[config.mk]
export PLATFORM = sky130hd
export DESIGN_NAME = rgb2gray_stream
export DESIGN_NICKNAME = d
export VERILOG_FILES = /design/src/rtl/rgb2gray_stream.sv
export SDC_FILE = /design/constraint.sdc
export NUM_CORES = 1
export LEC_CHECK = 0
export ABC_CLOCK_PERIOD_IN_PS = 4900
export CORE_UTILIZATION = 25
export DETAILED_ROUTE_END_ITERATION = 12
export PLACE_DENSITY = 0.48
export SLEW_MARGIN = 20
export SYNTH_ARGS = -nofsm -noshare
export SYNTH_HDL_FRONTEND = slang
export SYNTH_SLANG_ARGS = --single-unit
[constraint.sdc]
create_clock -name clk -period 4.9 [get_ports clk]
set_clock_uncertainty 0.1 [all_clocks]
set_input_delay 0.98 -clock clk [delete_from_list [all_inputs] [get_ports clk]]
set_output_delay 0.98 -clock clk [all_outputs]
set_load 0.005 [all_outputs]
[src/rtl/rgb2gray_stream.sv]
// rgb2gray_stream: two-stage RGB888 -> 8-bit luma stream with frame tags.
// Luma = (77R + 150G + 29B + K) >> 8, carried through a valid/ready pipeline
// that stalls as a whole when the downstream stage is not accepting.
// Optional macro RGB2GRAY_ROUND_EN: K = 128 (round-half-up); undefined: K = 0.
module rgb2gray_stream #(
    parameter int IMG_W = 48,
    parameter int IMG_H = 48
) (
    input  logic        clk,
    input  logic        rst,
    input  logic [23:0] pix_in,
    input  logic        in_valid,
    output logic        in_ready,
    output logic [7:0]  gray_out,
    output logic        out_valid,
    input  logic        out_ready,
    output logic        out_sof,
    output logic        out_eol,
    output logic        out_eof
);

    localparam int CW = (IMG_W > 1) ? $clog2(IMG_W) : 1;
    localparam int RW = (IMG_H > 1) ? $clog2(IMG_H) : 1;
    localparam logic [CW-1:0] COL_LAST = CW'(IMG_W - 1);
    localparam logic [RW-1:0] ROW_LAST = RW'(IMG_H - 1);

`ifdef RGB2GRAY_ROUND_EN
    localparam logic [16:0] ROUND_K = 17'd128;
`else
    localparam logic [16:0] ROUND_K = 17'd0;
`endif

    logic          en;
    logic          in_fire;
    logic [CW-1:0] col;
    logic [RW-1:0] row;
    logic          tag_sof;
    logic          tag_eol;
    logic          tag_eof;

    logic [15:0]   s1_pr;
    logic [15:0]   s1_pg;
    logic [15:0]   s1_pb;
    logic          s1_valid;
    logic          s1_sof;
    logic          s1_eol;
    logic          s1_eof;

    logic [16:0]   sum;

    logic [7:0]    s2_gray;
    logic          s2_valid;
    logic          s2_sof;
    logic          s2_eol;
    logic          s2_eof;

    // The whole pipeline moves together: it advances whenever the output
    // slot is empty or being drained this cycle.
    assign en       = out_ready || !s2_valid;
    assign in_ready = en;
    assign in_fire  = in_valid && en;

    // Position tags are taken from the counters at the moment of acceptance.
    assign tag_sof = (col == '0) && (row == '0);
    assign tag_eol = (col == COL_LAST);
    assign tag_eof = (col == COL_LAST) && (row == ROW_LAST);

    // Track the raster position of the next pixel to be accepted.
    always_ff @(posedge clk or posedge rst) begin
        if (rst) begin
            col <= '0;
            row <= '0;
        end else if (in_fire) begin
            if (col == COL_LAST) begin
                col <= '0;
                row <= (row == ROW_LAST) ? '0 : row + RW'(1);
            end else begin
                col <= col + CW'(1);
            end
        end
    end

    // Stage 1: weighted channel products plus valid and tags.
    always_ff @(posedge clk or posedge rst) begin
        if (rst) begin
            s1_pr    <= '0;
            s1_pg    <= '0;
            s1_pb    <= '0;
            s1_valid <= 1'b0;
            s1_sof   <= 1'b0;
            s1_eol   <= 1'b0;
            s1_eof   <= 1'b0;
        end else if (en) begin
            s1_pr    <= 16'(pix_in[23:16]) * 16'd77;
            s1_pg    <= 16'(pix_in[15:8]) * 16'd150;
            s1_pb    <= 16'(pix_in[7:0]) * 16'd29;
            s1_valid <= in_valid;
            s1_sof   <= tag_sof;
            s1_eol   <= tag_eol;
            s1_eof   <= tag_eof;
        end
    end

    // The weights add to 256, so the 17-bit sum plus rounding never
    // reaches 2^16 and the shifted result always fits 8 bits.
    assign sum = 17'(s1_pr) + 17'(s1_pg) + 17'(s1_pb) + ROUND_K;

    // Stage 2: summed and scaled luma plus valid and tags.
    always_ff @(posedge clk or posedge rst) begin
        if (rst) begin
            s2_gray  <= '0;
            s2_valid <= 1'b0;
            s2_sof   <= 1'b0;
            s2_eol   <= 1'b0;
            s2_eof   <= 1'b0;
        end else if (en) begin
            s2_gray  <= 8'(sum >> 8);
            s2_valid <= s1_valid;
            s2_sof   <= s1_sof;
            s2_eol   <= s1_eol;
            s2_eof   <= s1_eof;
        end
    end

    assign gray_out  = s2_gray;
    assign out_valid = s2_valid;
    assign out_sof   = s2_sof && s2_valid;
    assign out_eol   = s2_eol && s2_valid;
    assign out_eof   = s2_eof && s2_valid;

endmodule

# After elaboration in Yosys (flattened, before gate mapping)

Cells that the tools add are included.

Add/subtract/negate cells: 4
Multipliers: 3
Equality and inequality tests: 2
Multiplexer cells: 2
Reductions and logical operators: 11

Operator list:

| cell                                               | count |
|---|---|
| multiplier 8 x 7 -> 15 bit (second input constant) | 2 |
| adder 15 x 16 -> 16 bit                            | 1 |
| adder 16 x 13 -> 16 bit                            | 1 |
| multiplier 8 x 5 -> 13 bit (second input constant) | 1 |
| adder 6 x 1 -> 6 bit (second input constant)       | 2 |
| equality test 6 bit (second input constant)        | 2 |
| logical NOT 6 bit                                  | 2 |
| 2-to-1 mux 6 bit                                   | 2 |
| logical AND 1 bit                                  | 6 |
| AND reduction 2 bit                                | 1 |
| logical NOT 1 bit                                  | 1 |
| logical OR 1 bit                                   | 1 |

Register bits: 71
Logic and storage cells: 36

# Longest topological paths before layout

Gate-level depths: netlist of the first run.

Depth after elaboration: 4
Mapped depth: 14
Depth with buffers taken out: 14

# Worst setup path before layout of the first run

OpenSTA, ideal clock, no wires.

Kind: input -> register
Start point: input pix_in[20]
End point: register s1_pr[10]
Setup time: 0.120 ns
Arrival time: 3.801 ns
Required time: 4.680 ns
Slack: 0.880 ns
Stages: 12
Path through: ha_1 ha_1 inv_1 fa_1 fa_1 inv_1 ha_1 nand2_1 o211ai_1 o21a_1 or3_1 a31o_1

Longest elaborated chain between the ends: 1

RTL lines:

| what                       | RTL line | source |
|---|---|---|
| from (decl)                | 11       | `input logic [23:0] pix_in,` |
| multiplier 8 x 7 -> 15 bit | 94       | `s1_pr <= 16'(pix_in[23:16]) * 16'd77;` |
| to (signal assigned)       | 94       |  |
| to (decl)                  | 41       | `logic [15:0] s1_pr;` |

Every way passes these cells.
A chain may end at the register's enable or synchronous reset.

# Worst setup path after layout of the first run

Start point: input pix_in[2]
End point: register s1_pb[12]

Longest elaborated chain between the ends: 1

RTL lines:

| what                       | RTL line | source |
|---|---|---|
| multiplier 8 x 5 -> 13 bit | 96       | `s1_pb <= 16'(pix_in[7:0]) * 16'd29;` |
| to (signal assigned)       | 96       |  |
| to (decl)                  | 43       | `logic [15:0] s1_pb;` |

Every way passes these cells.

==> results.cfg, run 1 <==
[die]
fp.dieW_um = 163
die_h_um = 163
io_pins = 41
initial_core_util_pct = 25.6
core_um2 = 25300
dieArea_um2 = 26500
core.rowCount = 58

[cells_and_area]
area_growth_pct = 18.4
nNetsFinal = 925
fill_cells = 2651
insertedDiodeCount = 0
final_layout_size_suffix_gt1_share_pct = 5.09
multi_input_area_um2 = 4310
seq_area_um2 = 1780

[yosys]
syn_nets = 878
syn_area_per_cell_um2 = 9.32
synth_top_area_share_pct = 27.4
synth_ff_type = dfrtp_1
synth.area.top_cells = dfrtp_1 (27%), ha_1 (23%), fa_1 (12%), inv_1 (5.0%), nand2_1 (4.6%)
yosys.area.top_type = dfrtp_1
ys_ff_latch = 71
synth_edf_count = 0
synth_cells = 695
yosysSeqAreaShare_pct = 27.4
yosys_warnings = 0
synth-async-reset-ratio_pct = 100
netlist_area_um2 = 6470
yosysMostFrequentCell = ha_1
netlist-cell-type-count = 58
synth_common_cells = ha_1 (117), inv_1 (86), nand2_1 (80), dfrtp_1 (71), a21oi_1 (42)

[power_and_ir_drop]
clock_power_share_pct = 17.9
switching_share_pct = 42.8
leakagePower_nw = 3.70
seqPwrFrac_pct = 22.7
pwr_density_cell_nw_per_um2 = 557
peakVddDrop_uv = 302
power.internal_w = 0.00244
switchingPower_w = 0.00183
pwr-share-comb_pct = 59.3

[setup_path]
max_stage_delay_ps = 530
path_cells = clkdlybuf4s50_1 > inv_1 > fa_1 > inv_1 > ha_1 > inv_1 > fa_1 > inv_1 > ha_1 > a21oi_1 > nor2_1 > a311o_1 > a211oi_1 > nor3_1 > o31ai_1
cp.arrival_ps = 4570
cp_max_fo = 4
worstSetupStartpointType = input port
worstSetupPathDepth = 15
slowest_stage = fa_1
cpMostUsedCell = inv_1
cp-end-kind = flop
crit_type = in -> reg
worstRegToRegCells = 7
critPathTopFamily = adder cells
crit_buf_inv = 5
cp_data_required_time_ps = 5040

[placed_design]
place_hpwl_mm = 11.0
place_congestion = 0.850
dp_slack_ps = 108
port_buffers = 40

[clock_network]
holdBufCountCts = 0
cts_inserted_buffers = 9
cts.sinks = 71
cts.root.buffer_cell = clkbuf_16
clock_path_buffers = 2
ctsResizeCount = 0
clkLatencyLatePin_ps = 340
clk_pin_slew_ps = 60
cts_max_level = 3
post_cts_buffers = 0
tritoncts = yes

[detailed_routing]
drt_pre_antenna_iters = 4
drt_iter0_drc = 171
drc = 0
routedWlPerCell_um = 12.6
antenna_left = 0
viasPerCell = 4.42
wl_mm = 13.6
via_count = 4763

[sta]
rsz0062_at_grt = no
tns_ps = 0
fmax_mhz = 226
hold_viol = 0
slew_headroom_pct = 38.3
drv_slew = 0
fin_crit_sh_pct = 90.3
fin_crit_ps = 4420
setup_viol_count_final = 0
worstMarginPinSlew_ps = 925
setup_ws_ps = 476

[global_routing]
globalRouteOverflowTotal = 0
grt.total_usage_pct = 11.1
grt_max_degree = 63
grt_pass1_wl_mm = 23.3
antenna_found_initial = 0
grt_pass1_vias = 4756

[run]
drv_cap = 0

[worst_hold_path]
hold_path_depth = 1
hp-class = reg -> reg

[outcome]
status = finished, final reports clean
cell families (layout without fill, tap and decap cells):
| group | after synthesis | after routing | share of synthesized area (%) |
|---|---|---|---|
| AND/OR/NAND/NOR | 187 | 187 | 13.5 |
| XOR/XNOR | 23 | 23 | 3.11 |
| flip-flops | 71 | 71 | 27.4 |
| AO/OA/AOI/OAI | 150 | 150 | 14.7 |
| buffers and inverters | 104 | 156 | 6.07 |
| multiplexers | 5 | 5 | 0.812 |
| adder cells (fa/ha/maj) | 155 | 155 | 34.4 |
layer usage:
layer | global-route usage, % | wire [um] | vias up
li1 | - | - | 2486
met1 | 14.8 | 6850 | 2222
met2 | 18.2 | 6310 | 46
met3 | 2.37 | 321 | 9
met4 | 2.29 | 107 | 0
met5 | 0 | 0 | -
state kept, by name (all words and copies together) (netlist names):
signal / flops
s1_pb: 13
gray_out: 8
s2_eof: 1
s1_pg: 15
col: 6
s1_valid: 1
out_valid: 1
s1_sof: 1
s1_eol: 1
s2_sof: 1
s2_eol: 1
row: 6
s1_eof: 1
s1_pr: 15
cells in the final DEF, fill, tap and decap left out, types with 3 or more instances in the layout:
cell type | netlist | layout
clkbuf_16 | 0 | 9
and3_1 | 6 | 6
dfrtp_1 | 71 | 71
a211o_1 | 4 | 4
o21a_1 | 7 | 7
a21o_1 | 11 | 11
xor2_1 | 10 | 10
o31ai_1 | 5 | 5
nand4_1 | 4 | 4
and2_1 | 5 | 5
a31oi_1 | 3 | 3
nand2_1 | 80 | 80
a211oi_1 | 6 | 6
mux2i_1 | 3 | 3
nor3_1 | 9 | 9
a21oi_1 | 42 | 42
nor3b_1 | 7 | 7
inv_1 | 86 | 85
bufinv_16 | 0 | 3
o21ai_0 | 12 | 12
nand2b_1 | 5 | 5
nand3_1 | 12 | 12
o211ai_1 | 4 | 4
nor2b_1 | 6 | 5
nor2_1 | 40 | 40
buf_4 | 0 | 12
fa_1 | 38 | 38
or3_1 | 4 | 4
xnor2_1 | 13 | 13
clkdlybuf4s50_1 | 0 | 40
o21ai_1 | 32 | 32
ha_1 | 117 | 117
per-stage QoR:
step	cell area (um^2)	total power (W)	utilization, %	std cells	hold WS (ps)
6_report	7670	0.00427	30.3	1077	362
5_1_grt	7670	0.00473	30.3	1077	385
4_1_cts	7670	0.00432	30.3	1077	361
3_5_place_dp	7320	0.00353	28.9	1061	347
3_3_place_gp	7320	0.00353	28.9	1061	338
2_1_floorplan	6470	0.00288	-	695	331
power groups by stage:
stage | combinational [W] | sequential, W | clock [W]
3_3_place_gp | 0.00254 | 0.000986 | 0
2_1_floorplan | 0.00195 | 0.000931 | 0
3_5_place_dp | 0.00254 | 0.000990 | 0
5_1_grt | 0.00292 | 0.00100 | 0.000810
4_1_cts | 0.00255 | 0.000980 | 0.000789
6_report | 0.00253 | 0.000971 | 0.000765
layout make-up:
class / instances / area share, %
Clock buffer: 9 / 2.94
Sequential cell: 71 / 23.2
Clock inverter: 7 / 1.57
Tap cell: 330 / 5.38
Inverter: 88 / 4.31
Multi-Input combinational cell: 520 / 56.2
Timing Repair Buffer: 52 / 6.40
final timing paths:
kind / end / slack (ps) / start
worst max-delay path: s1_pb[12]$_DFFE_PP0N_ / 480 / pix_in[2]
worst min-delay path: out_valid$_DFFE_PP0N_ / 360 / s1_valid$_DFFE_PP0N_
worst max register to register: gray_out[5]$_DFFE_PP0N_ / 2180 / s1_pr[10]$_DFFE_PP0N_
worst min register to register: out_valid$_DFFE_PP0N_ / 360 / s1_valid$_DFFE_PP0N_
max in group asynchronous: s1_pg[12]$_DFFE_PP0N_ / 2710 / rst
min in group asynchronous: out_valid$_DFFE_PP0N_ / 1070 / rst
Power figures use the tool's default switching activity.
==> run 2, diff against run 1 <==
- CELL_PAD_IN_SITES_DETAIL_PLACEMENT: default -> 1
- CELL_PAD_IN_SITES_GLOBAL_PLACEMENT: default -> 2
- PLACE_DENSITY: 0.48 -> default
- PLACE_DENSITY_LB_ADDON: default -> 0.25
==> results.cfg, run 2 (synthesis results as in run 1) <==
[cells_and_area]
mostFrequentLayoutCells = ha_1 (117), inv_1 (85), nand2_1 (80)
final_layout_size_suffix_gt1_share_pct = 4.96
reg_top3 = s1_pg: 15 flops, s1_pr: 15 flops, s1_pb: 13 flops
area_growth_pct = 18.3
layout_commonest_cell = ha_1
nNetsFinal = 924
final_cells = 1076
insertedDiodeCount = 0
finalInstanceArea_um2 = 7660

[placed_design]
place_inst = 1060
port_buffers = 40
place_congestion = 0.766
dp_slack_ps = 71.8
place_hpwl_mm = 13.3
place_area_um2 = 7320

[detailed_routing]
wl_met1_mm = 7.49
met2WireLength_mm = 8.12
antenna_left = 0
drc = 0
via_count = 5015
drt_pre_antenna_iters = 4
routedWlPerCell_um = 14.9
drt_iter0_drc = 142
dr_wl_met3_um = 238
wl_mm = 16.0
viasPerCell = 4.66
highest_layer = met4

[worst_hold_path]
hp-class = reg -> reg
hold_path_depth = 2
min_from = s1_eol$_DFFE_PP0N_
min_to = s1_eol$_DFFE_PP0N_

[global_routing]
grt_pass1_vias = 5469
grt.total_usage_pct = 12.8
grt_max_degree = 63
antenna_found_initial = 0
globalRouteOverflowTotal = 0
grt_pass1_wl_mm = 26.9

[sta]
setup_viol_count_final = 0
fin_crit_ps = 4470
fin_crit_sh_pct = 91.2
drv_slew = 0
rsz0062_at_grt = no
fmax_mhz = 224
hold_viol = 0
slew_headroom_pct = 47.0
tns_ps = 0
setup_ws_ps = 431
worstMarginPinSlew_ps = 794

[setup_path]
rrSetupSlack_ps = 2150
cp-end-kind = flop
cp_data_required_time_ps = 5040
cp_max_fo = 4
worstRegToRegCells = 7
cp.arrival_ps = 4610
r2r_start = s1_pr[10]$_DFFE_PP0N_
worstSetupStartpointType = input port
crit_type = in -> reg
r2r-end = gray_out[5]$_DFFE_PP0N_

[outcome]
status = finished, final reports clean

[run]
drv_cap = 0

[power_and_ir_drop]
seqPwrFrac_pct = 22.6
p_total_w = 0.00434
switching_share_pct = 43.4
power.internal_w = 0.00246
switchingPower_w = 0.00188
peakVddDrop_uv = 264
pwr-share-comb_pct = 59.8
leakagePower_nw = 3.70
clock_power_share_pct = 17.7
pwr_density_cell_nw_per_um2 = 567

[clock_network]
cts.root.buffer_cell = clkbuf_16
clkLatencyLatePin_ps = 340
clk_pin_slew_ps = 60
clock_path_buffers = 2
cts.sinks = 71
post_cts_buffers = 0
cts_max_level = 3
holdBufCountCts = 0
tritoncts = yes
ctsResizeCount = 0
cts_inserted_buffers = 9

[die]
io_pins = 41
dieArea_um2 = 26500
core.rowCount = 58
die_h_um = 163
fp.dieW_um = 163
initial_core_util_pct = 25.6
core_um2 = 25300
==> run 2: cell types whose count changed in the layout (fill, tap and decap cells not counted) <==
cell   change
buf_4      -1
==> run 2: worst max-delay path, stage by stage <==
cell	delay (ps)
clkdlybuf4s50_1	530
inv_1	110
fa_1	540
inv_1	40
ha_1	270
inv_1	50
fa_1	500
inv_1	40
ha_1	340
a21oi_1	170
nor2_1	60
a311o_1	370
a211oi_1	320
nor3_1	80
o31ai_1	200
==> run 2: power groups by stage <==
stage	Sequential [W]	Clock, W	Combinational (W)
2_1_floorplan	0.000931	0	0.00195
3_3_place_gp	0.000989	0	0.00256
3_5_place_dp	0.000998	0	0.00263
4_1_cts	0.000988	0.000788	0.00265
5_1_grt	0.00101	0.000818	0.00298
6_report	0.000979	0.000768	0.00259
==> run 2: metrics by stage <==
| stage | utilization (%) | hold WS [ps] |
|---|---|---|
| after floorplan | - | 331 |
| after global placement | 28.9 | 355 |
| after detailed placement | 28.9 | 357 |
| after CTS | 30.2 | 372 |
| after global routing | 30.2 | 396 |
| final | 30.2 | 367 |
==> run 2: worst max path at each step <==
stage	startpoint	end	slack (ps)	cells after the start
2_1_floorplan	pix_in[20]	s1_pr[10]$_DFFE_PP0N_	880	12
3_3_place_gp	pix_in[20]	s1_pr[13]$_DFFE_PP0N_	180	14
6_report	pix_in[2]	s1_pb[12]$_DFFE_PP0N_	430	15
4_1_cts	pix_in[2]	s1_pb[12]$_DFFE_PP0N_	420	15
5_1_grt	pix_in[20]	s1_pr[13]$_DFFE_PP0N_	170	14
3_5_place_dp	pix_in[2]	s1_pb[12]$_DFFE_PP0N_	70	15
==> run 2: cell type report <==
class                           instances  area [um^2]
Multi-Input combinational cell        520         4310
Inverter                               88          330
Fill cell                            2905        17700
Sequential cell                        71         1780
Timing Repair Buffer                   51          483
Clock buffer                            9          225
Clock inverter                          7          120
Tap cell                              330          413
==> run 2: routing by layer <==
layer / GRT usage, % / vias up
met4: 2.97 / 0
li1: - / 2473
met1: 15.9 / 2499
met3: 2.04 / 11
met5: 0 / -
met2: 23.1 / 32
==> run 3, diff against run 2 <==
- CORE_ASPECT_RATIO: default -> 1.4
- CORE_UTILIZATION: 25 -> 42
- CTS_CLUSTER_DIAMETER: default -> 100
==> results.cfg, run 3 (synthesis results as in run 1) <==
[outcome]
status = finished, final reports clean

[clock_network]
clk_pin_slew_ps = 60
post_cts_buffers = 0
cts.sinks = 71
clkLatencyLatePin_ps = 340
cts.root.buffer_cell = clkbuf_16
cts_max_level = 3
tritoncts = yes
clock_path_buffers = 2
cts_inserted_buffers = 9
holdBufCountCts = 0
ctsResizeCount = 0

[setup_path]
worstSetupStartpointType = input port
cp_max_fo = 4
slowest_stage = fa_1
crit_type = in -> reg
max_stage_delay_ps = 540
cp-end-kind = flop
cp.arrival_ps = 4570
cpMostUsedCell = inv_1
cp_data_required_time_ps = 4990
path_cells = clkdlybuf4s50_1 > inv_1 > fa_1 > inv_1 > ha_1 > inv_1 > fa_1 > inv_1 > ha_1 > a21oi_1 > nor2_1 > a311o_1 > a211oi_1 > o21a_1 > o31ai_1

[die]
io_pins = 41
core.rowCount = 53
core_um2 = 15100
initial_core_util_pct = 43.0
dieArea_um2 = 15900
die_h_um = 149
fp.dieW_um = 107

[global_routing]
antenna_found_initial = 0
grt_pass1_wl_mm = 26.4
globalRouteOverflowTotal = 0
grt_max_degree = 63
grt_pass1_vias = 5514
grt.total_usage_pct = 21.0

[sta]
tns_ps = 0
rsz0062_at_grt = no
fin_crit_ps = 4480
setup_viol_count_final = 0
fin_crit_sh_pct = 91.4
worstMarginPinSlew_ps = 775
hold_viol = 0
drv_slew = 0
slew_headroom_pct = 48.2
fmax_mhz = 223

[placed_design]
port_buffers = 40
place_congestion = 0.813
place_inst = 920
place_hpwl_mm = 12.7

[run]
drv_cap = 0

[cells_and_area]
reg_top3 = s1_pg: 15 flops, s1_pr: 15 flops, s1_pb: 13 flops
layout_commonest_cell = ha_1
nNetsFinal = 922
insertedDiodeCount = 0
area_growth_pct = 14.4
fin_util_pct = 49.2
final_layout_size_suffix_gt1_share_pct = 4.44
final_cells = 936
mostFrequentLayoutCells = ha_1 (117), inv_1 (85), nand2_1 (80)
fill_cells = 1727

[detailed_routing]
drt_pre_antenna_iters = 4
routedWlPerCell_um = 16.4
viasPerCell = 5.44
drc = 0
antenna_left = 0
wl_mm = 15.3
via_count = 5095
drt_iter0_drc = 184

[power_and_ir_drop]
leakagePower_nw = 3.66
pwr_density_cell_nw_per_um2 = 571
peakVddDrop_uv = 335

[worst_hold_path]
hp-class = reg -> reg
-- run 3: cell count changes in the layout (fill, tap and decap cells not counted), sizes merged --
cell	delta
bufinv	-3
clkbuf	+4
inv	-1
buf	-2
-- run 3: layout make-up --
cell class	instances	area [um^2]	area share, %
clock buffer	13	260	3.51
clock inverter	3	17.5	0.237
inverter	88	330	4.46
multi-input combinational	520	4310	58.2
sequential	71	1780	24.0
tap	192	240	3.24
timing repair buffer	49	468	6.32
-- run 3: worst paths after layout --
| check | from | endpoint | slack, ps | cells after the start |
|---|---|---|---|---|
| max in group asynchronous | rst | s1_pg[10]$_DFFE_PP0N_ | 2910 | 3 |
| worst max register to register | s1_pr[10]$_DFFE_PP0N_ | gray_out[5]$_DFFE_PP0N_ | 2110 | 7 |
| worst max-delay path | pix_in[2] | s1_pb[12]$_DFFE_PP0N_ | 420 | 15 |
| worst min-delay path | s2_sof$_DFFE_PP0N_ | s2_sof$_DFFE_PP0N_ | 360 | 2 |
| min in group asynchronous | rst | s2_eol$_DFFE_PP0N_ | 1010 | 2 |
| worst min register to register | s2_sof$_DFFE_PP0N_ | s2_sof$_DFFE_PP0N_ | 360 | 2 |
-- run 3: metal layers --
metal | up-vias | track usage, % | share of wire [%]
met1 | 2540 | 25.0 | 43
li1 | 2487 | - | -
met4 | 0 | 8.01 | 2.5
met2 | 49 | 38.6 | 53
met3 | 19 | 1.83 | 1.7
met5 | - | 0 | 0
-- run 3: stage by stage --
| step | setup WS (ps) | cell area (um^2) | hold WS [ps] | power, W |
|---|---|---|---|---|
| floorplan | 880 | 6470 | 331 | 0.00288 |
| global placement | 173 | 7130 | 343 | 0.00351 |
| detailed placement | 77.5 | 7130 | 353 | 0.00363 |
| CTS | 422 | 7410 | 366 | 0.00428 |
| global route | 130 | 7410 | 396 | 0.00465 |
| finish | 422 | 7410 | 363 | 0.00423 |
-- run 3: worst max-delay path: cells and delay by family --
family                     cells  cell delay, ps
and+or+nand+nor                1              60
adders and majority gates      4            1640
AOI/OAI and AO/OA              5            1120
buffers and inverters          5             770
-- run 3: report_power, final --
group / switching (W) / total (W) / leakage, nW / internal, W
logic: 0.00148 / 0.00264 / 2.67 / 0.00116
clock network: 0.000240 / 0.000609 / 0.136 / 0.000369
registers: 0.000175 / 0.000979 / 0.854 / 0.000804
total: 0.00190 / 0.00423 / 3.66 / 0.00233
